## src/rtl/vga_timing_gen.sv

```systemverilog
// vga_timing_gen: VGA raster timing generator.
// A clock-enable divider produces one pixel tick every CLK_DIV clocks. The
// x/y raster counters advance on each tick and are presented directly as
// pix_x/pix_y/pix_de. Colour, HS and VS are registered on the tick, so the
// pins lag the presented coordinate by exactly one pixel tick.
// After reset release or an en rise there is one arming cycle. frame_start
// then marks the first clock of the (0,0) pixel. That pixel is held for a
// full CLK_DIV clocks, the same as after a frame wrap.
module vga_timing_gen #(
    parameter int CLK_DIV = 4,
    parameter int H_ACT   = 640,
    parameter int H_FP    = 16,
    parameter int H_SYNC  = 96,
    parameter int H_BP    = 48,
    parameter int V_ACT   = 480,
    parameter int V_FP    = 10,
    parameter int V_SYNC  = 2,
    parameter int V_BP    = 33,
    parameter int HS_POL  = 0,
    parameter int VS_POL  = 0,
    parameter int CW      = 4,
    parameter int XW      = 10,
    parameter int YW      = 10
) (
    input  logic            clk,
    input  logic            rst,
    input  logic            en,
    input  logic [3*CW-1:0] rgb_in,
    output logic [XW-1:0]   pix_x,
    output logic [YW-1:0]   pix_y,
    output logic            pix_de,
    output logic            pix_tick,
    output logic            frame_start,
    output logic            HS,
    output logic            VS,
    output logic [CW-1:0]   R,
    output logic [CW-1:0]   G,
    output logic [CW-1:0]   B
);

    localparam int H_TOTAL = H_ACT + H_FP + H_SYNC + H_BP;
    localparam int V_TOTAL = V_ACT + V_FP + V_SYNC + V_BP;
    localparam int HS_BEG  = H_ACT + H_FP;
    localparam int HS_END  = H_ACT + H_FP + H_SYNC;
    localparam int VS_BEG  = V_ACT + V_FP;
    localparam int VS_END  = V_ACT + V_FP + V_SYNC;
    localparam int DW      = (CLK_DIV > 1) ? $clog2(CLK_DIV) : 1;

    // Active and idle levels of the sync outputs.
    localparam logic HS_ON  = (HS_POL != 0) ? 1'b1 : 1'b0;
    localparam logic VS_ON  = (VS_POL != 0) ? 1'b1 : 1'b0;
    localparam logic HS_OFF = ~HS_ON;
    localparam logic VS_OFF = ~VS_ON;

    // Raster state.
    logic [DW-1:0] div_cnt_q, div_cnt_d;
    logic [XW-1:0] x_q, x_d;
    logic [YW-1:0] y_q, y_d;
    logic          run_q, run_d;   // raster is scanning (armed)
    logic          fs_q, fs_d;     // frame_start strobe

    // Pixel pipeline stage.
    logic          hs_q, hs_d;
    logic          vs_q, vs_d;
    logic [CW-1:0] r_q, r_d;
    logic [CW-1:0] g_q, g_d;
    logic [CW-1:0] b_q, b_d;

    logic tick_s;
    logic de_s;
    logic x_last_s;
    logic y_last_s;
    logic hs_win_s;
    logic vs_win_s;

    // Decode the tick, the wrap points, the active area and the sync windows.
    always_comb begin
        tick_s   = en & run_q & (int'(div_cnt_q) == CLK_DIV - 1);
        x_last_s = (int'(x_q) == H_TOTAL - 1);
        y_last_s = (int'(y_q) == V_TOTAL - 1);
        de_s     = en & run_q & (int'(x_q) < H_ACT) & (int'(y_q) < V_ACT);
        hs_win_s = (int'(x_q) >= HS_BEG) & (int'(x_q) < HS_END);
        vs_win_s = (int'(y_q) >= VS_BEG) & (int'(y_q) < VS_END);
    end

    // Next-state for the divider, the raster counters and frame_start.
    // A low en wins over everything else; a wrap only happens while running.
    always_comb begin
        div_cnt_d = div_cnt_q;
        x_d       = x_q;
        y_d       = y_q;
        run_d     = run_q;
        fs_d      = 1'b0;
        if (!en) begin
            div_cnt_d = {DW{1'b0}};
            x_d       = {XW{1'b0}};
            y_d       = {YW{1'b0}};
            run_d     = 1'b0;
        end else if (!run_q) begin
            // Arming cycle: (0,0) starts with a fresh divider next clock.
            div_cnt_d = {DW{1'b0}};
            x_d       = {XW{1'b0}};
            y_d       = {YW{1'b0}};
            run_d     = 1'b1;
            fs_d      = 1'b1;
        end else if (tick_s) begin
            div_cnt_d = {DW{1'b0}};
            if (x_last_s) begin
                x_d = {XW{1'b0}};
                if (y_last_s) begin
                    y_d  = {YW{1'b0}};
                    fs_d = 1'b1;
                end else begin
                    y_d = y_q + YW'(1);
                end
            end else begin
                x_d = x_q + XW'(1);
            end
        end else begin
            div_cnt_d = div_cnt_q + DW'(1);
        end
    end

    // Next-state for the one-tick colour/sync pipeline stage.
    always_comb begin
        hs_d = hs_q;
        vs_d = vs_q;
        r_d  = r_q;
        g_d  = g_q;
        b_d  = b_q;
        if (!en || !run_q) begin
            hs_d = HS_OFF;
            vs_d = VS_OFF;
            r_d  = {CW{1'b0}};
            g_d  = {CW{1'b0}};
            b_d  = {CW{1'b0}};
        end else if (tick_s) begin
            hs_d = hs_win_s ? HS_ON : HS_OFF;
            vs_d = vs_win_s ? VS_ON : VS_OFF;
            if (de_s) begin
                r_d = rgb_in[3*CW-1 -: CW];
                g_d = rgb_in[2*CW-1 -: CW];
                b_d = rgb_in[CW-1:0];
            end else begin
                r_d = {CW{1'b0}};
                g_d = {CW{1'b0}};
                b_d = {CW{1'b0}};
            end
        end else begin
            hs_d = hs_q;
            vs_d = vs_q;
        end
    end

    // State registers with asynchronous reset to the idle raster.
    always_ff @(posedge clk or posedge rst) begin
        if (rst) begin
            div_cnt_q <= {DW{1'b0}};
            x_q       <= {XW{1'b0}};
            y_q       <= {YW{1'b0}};
            run_q     <= 1'b0;
            fs_q      <= 1'b0;
            hs_q      <= HS_OFF;
            vs_q      <= VS_OFF;
            r_q       <= {CW{1'b0}};
            g_q       <= {CW{1'b0}};
            b_q       <= {CW{1'b0}};
        end else begin
            div_cnt_q <= div_cnt_d;
            x_q       <= x_d;
            y_q       <= y_d;
            run_q     <= run_d;
            fs_q      <= fs_d;
            hs_q      <= hs_d;
            vs_q      <= vs_d;
            r_q       <= r_d;
            g_q       <= g_d;
            b_q       <= b_d;
        end
    end

    assign pix_x       = x_q;
    assign pix_y       = y_q;
    assign pix_de      = de_s;
    assign pix_tick    = tick_s;
    assign frame_start = fs_q;
    assign HS          = hs_q;
    assign VS          = vs_q;
    assign R           = r_q;
    assign G           = g_q;
    assign B           = b_q;

endmodule

```

## config.mk

```make
export PLATFORM = sky130hd
export DESIGN_NAME = vga_timing_gen
export DESIGN_NICKNAME = d
export VERILOG_FILES = /design/src/rtl/vga_timing_gen.sv
export SDC_FILE = /design/constraint.sdc
export NUM_CORES = 1
export LEC_CHECK = 0
export CELL_PAD_IN_SITES_DETAIL_PLACEMENT = 1
export CELL_PAD_IN_SITES_GLOBAL_PLACEMENT = 1
export CORE_MARGIN = 4
export CORE_UTILIZATION = 36
export CTS_CLUSTER_SIZE = 28
export DETAILED_ROUTE_END_ITERATION = 16
export HOLD_SLACK_MARGIN = 0.02
export PLACE_DENSITY_LB_ADDON = 0.1
export SLEW_MARGIN = 40
export SYNTH_ARGS = -nofsm -noshare
export SYNTH_HDL_FRONTEND = slang
export SYNTH_SLANG_ARGS = --single-unit
```

## constraint.sdc

```tcl
create_clock -name clk -period 2.6 [get_ports clk]
set_input_delay 0.52 -clock clk [delete_from_list [all_inputs] [get_ports clk]]
set_output_delay 0.52 -clock clk [all_outputs]
set_load 0.01 [all_outputs]
```

# Word-level counts from Yosys, hierarchy flattened
# Cells that the tools add are included.
[totals]
ff_bits = 38
latch_bits = 0
ramBits = 0
romBits = 0
in_bits = 15
output_inout_bits = 37
mem_count = 0
[op_classes]
add_sub_neg = 3
multipliers = 0
div = 0
magnitude_cmp = 6
eq_ne = 5
shift = 0
n_mux = 33
n_bitwise = 6
reduce_logical = 5
[op_table]
columns = ["operator", "count"]
rows = [
  ["10-bit two-way mux", 9],
  ["4-bit two-way mux", 9],
  ["10-bit by 1-bit adder with 10-bit output (second input constant)", 2],
  ["10-bit less-than comparator (second input constant)", 2],
  ["10-bit by 9-bit less-than comparator with 1-bit output (second input constant)", 2],
  ["1-bit two-way mux", 12],
  ["10-bit equality test (second input constant)", 1],
  ["10-bit by 9-bit equality test with 1-bit output (second input constant)", 1],
  ["10-bit greater-or-equal comparator (second input constant)", 1],
  ["10-bit by 9-bit greater-or-equal comparator with 1-bit output (second input constant)", 1],
  ["1-bit AND", 6],
  ["2-bit two-way mux", 3],
  ["3-bit by 2-bit inequality test with 1-bit output (second input constant)", 1],
  ["3-bit inequality test (second input constant)", 1],
  ["2-bit by 1-bit adder with 2-bit output (second input constant)", 1],
  ["2-bit by 1-bit equality test with 1-bit output (second input constant)", 1],
  ["1-bit zero test", 2],
  ["2-bit AND reduction", 1],
  ["2-bit nonzero test", 1],
  ["1-bit logical OR", 1],
]

# Logic depth before layout (Yosys ltp)
# Gate-level depths: netlist (run 1).
[logic_depth]
word_depth = 6
depth_mapped = 7
mapped_depth_nobuf = 6

# Worst setup path before layout (run 1)
# Ideal clock, no wire load.
[synth_path]
path_type = "register to register"
start = "register div_cnt_q[0]"
end = "register y_q[3], in the netlist pix_y[3]"
setup_ns = 0.135
t_arrival_ns = 1.754
setup_slack_ns = 0.711
path_stages_with_launch = 8
path_buffers = 2
synth_period_minus_slack_ns = 1.889
cell_sequence = "dfrtp_1 -> ha_1 -> buf_2 -> or4b_1 -> or3_1 -> buf_6 -> a22oi_4 -> a21oi_2"
[synth_between]
elab_chain_len = 4
[synth_lines]
columns = ["element", "line", "source"]
rows = [
  ["from (decl)", "56", "logic [DW-1:0] div_cnt_q, div_cnt_d;"],
  ["from (signal assigned)", "158", "div_cnt_q <= {DW{1'b0}};"],
  ["from (signal assigned)", "169", "div_cnt_q <= div_cnt_d;"],
  ["2-bit by 1-bit equality test with 1-bit output", "78", "tick_s = en & run_q & (int'(div_cnt_q) == CLK_DIV - 1);"],
  ["1-bit AND", "78", ""],
  ["3-bit inequality test (no source line)", "-", ""],
  ["2-bit AND reduction (no source line)", "-", ""],
  ["to (signal assigned)", "160", "y_q <= {YW{1'b0}};"],
  ["to (signal assigned)", "171", "y_q <= y_d;"],
  ["to (decl)", "58", "logic [YW-1:0] y_q, y_d;"],
]
# No other way between the ends.
# A chain may end at the register's enable or synchronous reset.

# Worst setup path in the final report (run 1)
[layout_path]
start = "input port en"
end = "output port pix_tick"
[layout_between]
elab_chain_len = 2
[layout_lines]
columns = ["element", "line", "source"]
rows = [
  ["from (decl)", "27", "input logic en,"],
  ["1-bit AND (2 in series)", "78", ""],
  ["to (decl)", "32", "output logic pix_tick,"],
]
# No other way between the ends.

==> results of run 1 <==
-- power breakdown --
part,total [mW],switching (mW),internal [mW]
Sequential,0.611,0.00743,0.603
Combinational,0.114,0.0588,0.0553
Clock,0.503,0.221,0.282
-- registers in the layout, summed over array words and instances, names as in the netlist, 2 cells and up --
name and flops:
pix_y 10, B 4, R 4, div_cnt_q 2
pix_x 10, G 4
-- layout make-up --
class                   count  area, sq um
multi-input cells         159        938.4
repair buffers             65        618.1
inverters                   8        30.03
well taps                  70        87.58
fillers                   626         2501
flip-flops and latches     38        953.4
clock inverters             3        40.04
clock buffers               5        68.82
-- per-stage QoR --
stage	area, sq um	worst slack (ps)	utilization [%]
6_report	2736	153.4	52.25
5_1_grt	2736	57.34	52.25
4_1_cts	2734	56.52	52.20
3_5_place_dp	2625	106.4	50.12
3_3_place_gp	2625	83.44	50.12
2_1_floorplan	1989	711.1	-
-- what timing repair did --
action,in CTS,in global routing
buffers inserted,0,0
setup endpoints to repair,0,1
resized for setup,0,1
-- layout by cell type, fill, tap and decap left out, types with 4 or more instances in the layout --
cell type                         count
sky130_fd_sc_hd__clkdlybuf4s50_1     50
sky130_fd_sc_hd__nand4_1              8
sky130_fd_sc_hd__mux2i_1              7
sky130_fd_sc_hd__nor2_1              19
sky130_fd_sc_hd__o21ai_0             21
sky130_fd_sc_hd__a21oi_1              7
sky130_fd_sc_hd__inv_1                8
sky130_fd_sc_hd__nand2_1             38
sky130_fd_sc_hd__ha_1                 5
sky130_fd_sc_hd__and3_1               7
sky130_fd_sc_hd__buf_4               14
sky130_fd_sc_hd__nand3_1              8
sky130_fd_sc_hd__dfrtp_1             36
sky130_fd_sc_hd__nor3_1               6
sky130_fd_sc_hd__clkbuf_8             5
sky130_fd_sc_hd__xor2_1               5
sky130_fd_sc_hd__xnor2_1              4
-- worst register-to-register path: stages (launching register included) --
cell,delay (ps)
sky130_fd_sc_hd__dfrtp_1,360
sky130_fd_sc_hd__ha_1,350
sky130_fd_sc_hd__or4b_1,490
sky130_fd_sc_hd__or3_1,500
sky130_fd_sc_hd__o21ai_0,250
sky130_fd_sc_hd__mux2i_1,100
-- synthesized netlist by cell type (2+ instances only) --
master	count
sky130_fd_sc_hd__or4b_1	2
sky130_fd_sc_hd__o211ai_2	2
sky130_fd_sc_hd__o21ai_0	21
sky130_fd_sc_hd__xor2_1	5
sky130_fd_sc_hd__buf_6	2
sky130_fd_sc_hd__mux2i_1	7
sky130_fd_sc_hd__nor4_1	2
sky130_fd_sc_hd__inv_1	8
sky130_fd_sc_hd__a21oi_1	7
sky130_fd_sc_hd__and3_1	7
sky130_fd_sc_hd__clkbuf_1	8
sky130_fd_sc_hd__nor3_1	6
sky130_fd_sc_hd__nand3_1	8
sky130_fd_sc_hd__nand4_1	8
sky130_fd_sc_hd__and2_1	3
sky130_fd_sc_hd__nand2_1	38
sky130_fd_sc_hd__xnor2_1	4
sky130_fd_sc_hd__nor2_1	19
sky130_fd_sc_hd__or3_1	2
sky130_fd_sc_hd__dfstp_2	2
sky130_fd_sc_hd__ha_1	5
sky130_fd_sc_hd__buf_2	3
sky130_fd_sc_hd__dfrtp_1	36
-- cell families (layout without fill, tap and decap cells) --
logic type / count (synthesis) / after routing / synth area share, %
muxes: 7 / 7 / 3.522
AOI/OAI and AO/OA: 36 / 36 / 11.45
xor gates and xnor gates: 9 / 9 / 3.962
buffers and inverters: 21 / 81 / 4.905
and+or+nand+nor: 102 / 102 / 25.10
adders and majority gates: 5 / 5 / 3.145
DFF: 38 / 38 / 47.92
-- routing by layer --
metal	share of wire [%]	vias up
li1	-	867
met1	45	889
met2	48	44
met3	5.1	10
met4	1.4	0
met5	0	-
-- final timing paths --
kind	startpoint	end	cells after the start
min in group asynchronous	rst	R[2]	3
hold reg to reg	div_cnt_q[0]	div_cnt_q[0]	1
setup reg to reg	div_cnt_q[0]	pix_y[5]	5
setup / recovery	en	pix_tick	5
hold / removal	div_cnt_q[0]	div_cnt_q[0]	1
max in group asynchronous	rst	VS	3
==> qor.log, run 1 <==
qor: setup_path.critPathLaunchType primary input
qor: clock_network.cts_tree built
qor: sta.max_freq 408.7 MHz
qor: clock_network.numClockSinks 38
qor: synth.synth.top_cell.area_share 45.28%
qor: routing.vias_per_cell 5.201
qor: global_routing.grt_antenna_before_repair 0
qor: sta.fin_skew 12.61 ps
qor: floorplan.die_h 82.34 um
qor: synth.postSynth.asyncResetShare 100.0%
qor: synth.synth-seq-area-share 47.92%
qor: setup_path.critPathArrivalTime 1930 ps
qor: floorplan.dieArea 0.006779 sq mm
qor: synth.ys_dominant_reg_cell sky130_fd_sc_hd__dfrtp_1
qor: synth.synth_enable_flop_cells 0
qor: global_routing.grt_first_pass_wirelength 9604 um
qor: synth.syn_inst 218
qor: setup_path.timing.critical_path.slowest_cell_delay 540 ps
qor: worst_hold_path.timing.hold.worst.class reg2reg
qor: place.dp.cells 340
qor: power.vdd_drop_max 0.3104 mV
qor: routing.post_drt_wl_per_cell 16.59 um
qor: power.p_leak 1.168 nW
qor: routing.first_pass_iters 4
qor: sta.layout_worst_path_cycle_share 94.10%
qor: clock_network.clock_tree.buffer_depth 2
qor: sta.totalNegativeSetupSlack 0 ps
qor: global_routing.grt.met2_usage 30.77%
qor: sta.hold_viol 0
qor: synth.synth.area.top_cells sky130_fd_sc_hd__dfrtp_1, sky130_fd_sc_hd__nand2_1, sky130_fd_sc_hd__o21ai_0
qor: setup_path.crit_type in2out
qor: clock_network.worst_skew_pair.late_latency 300 ps
qor: final_layout.layout-drive-gt1-share 10.07%
qor: clock_network.hold_buffers 0
qor: floorplan.design.core.area 0.005238 sq mm
qor: global_routing.gr-usage-met3 5.423%
qor: synth.netlist_area 0.001989 sq mm
qor: sta.period_minus_ws_final 2447 ps
qor: synth.synth_area_per_cell 9.126 sq um
qor: setup_path.timing.critical_path.mode_cell sky130_fd_sc_hd__clkdlybuf4s50_1
qor: final_layout.final_net_count 297
qor: synth.mappedNetlistNets 238
qor: final_layout.filler_free_cell_count_of_the_finished_design 348
qor: sta.timing.max_slew.rel_slack 60.76%
qor: synth.ys_ff_latch 38
qor: routing.finalWirelength 5772 um
qor: routing.dr.first_iter.drc_count 70
qor: outcome.status finished clean
qor: clock_network.h_tree_levels 2
qor: setup_path.worst_path_dominant_cell_family buffers and inverters
qor: global_routing.grt_total_usage 18.85%
qor: place.numPortBuffers 51
qor: global_routing.global_route.peak_usage_layer met2
qor: clock_network.clk_root_buffer_cell sky130_fd_sc_hd__clkbuf_8
qor: place.dp_hpwl 4134 um
qor: final_layout.layout-area-overhead-vs-synth 37.55%
qor: synth.post_synth_num_cell_types 36
qor: global_routing.grt_start_max_net_pins 39
qor: sta.timing_max_transition_violations_final 0
qor: setup_path.timing.critical_path.slowest_stage_cell sky130_fd_sc_hd__clkdlybuf4s50_1
qor: clock_network.numCtsBuffers 5
qor: floorplan.die_width 82.34 um
qor: setup_path.timing.reg2reg.setup_slack 450 ps
qor: setup_path.crit_path_max_fanout 11
qor: synth.yosys_warnings 0
qor: setup_path.crit_buf_inv 3
qor: sta.rsz0062_at_grt no
qor: global_routing.grt-ovfl-total 0
qor: routing.drc 0
qor: power.p_per_area 448.8 mW/mm^2
qor: power.design_power_total 1.228 mW
qor: routing.vias 1810
qor: synth.synth.largest_area_cell sky130_fd_sc_hd__dfrtp_1
qor: setup_path.crit_path_cell_trace clkdlybuf4s50_1 > nand2_1 > buf_4 > nor2_1 > clkdlybuf4s50_1
qor: run.max-cap-violations 0
qor: final_layout.antenna_cells_inserted 0
qor: sta.setup_violators_final 0
qor: sta.tightestPinTransition 586.8 ps
qor: sta.hold_slack 438.8 ps
qor: floorplan.start_util 37.98%
qor: setup_path.worst_setup_path_end_kind output port
qor: floorplan.core.rowCount 26
qor: floorplan.io-pin-count 52
qor: place.gpl.final_weighted_congestion 0.7674
qor: global_routing.met1_usage 24.22%
qor: setup_path.crit_required 2080 ps
qor: routing.ant_nets 0
qor: global_routing.via_count_of_the_first_global_routing_pass 1861
qor: clock_network.path_clk_slew 70 ps
(Power assumes the default switching activity.)
==> inputs of run 2 (changes only) <==
- ABC_CLOCK_PERIOD_IN_PS: default -> 2600
==> results of run 2 <==
Same layout as run 1: the final DEF is identical, and so are final timing and power.
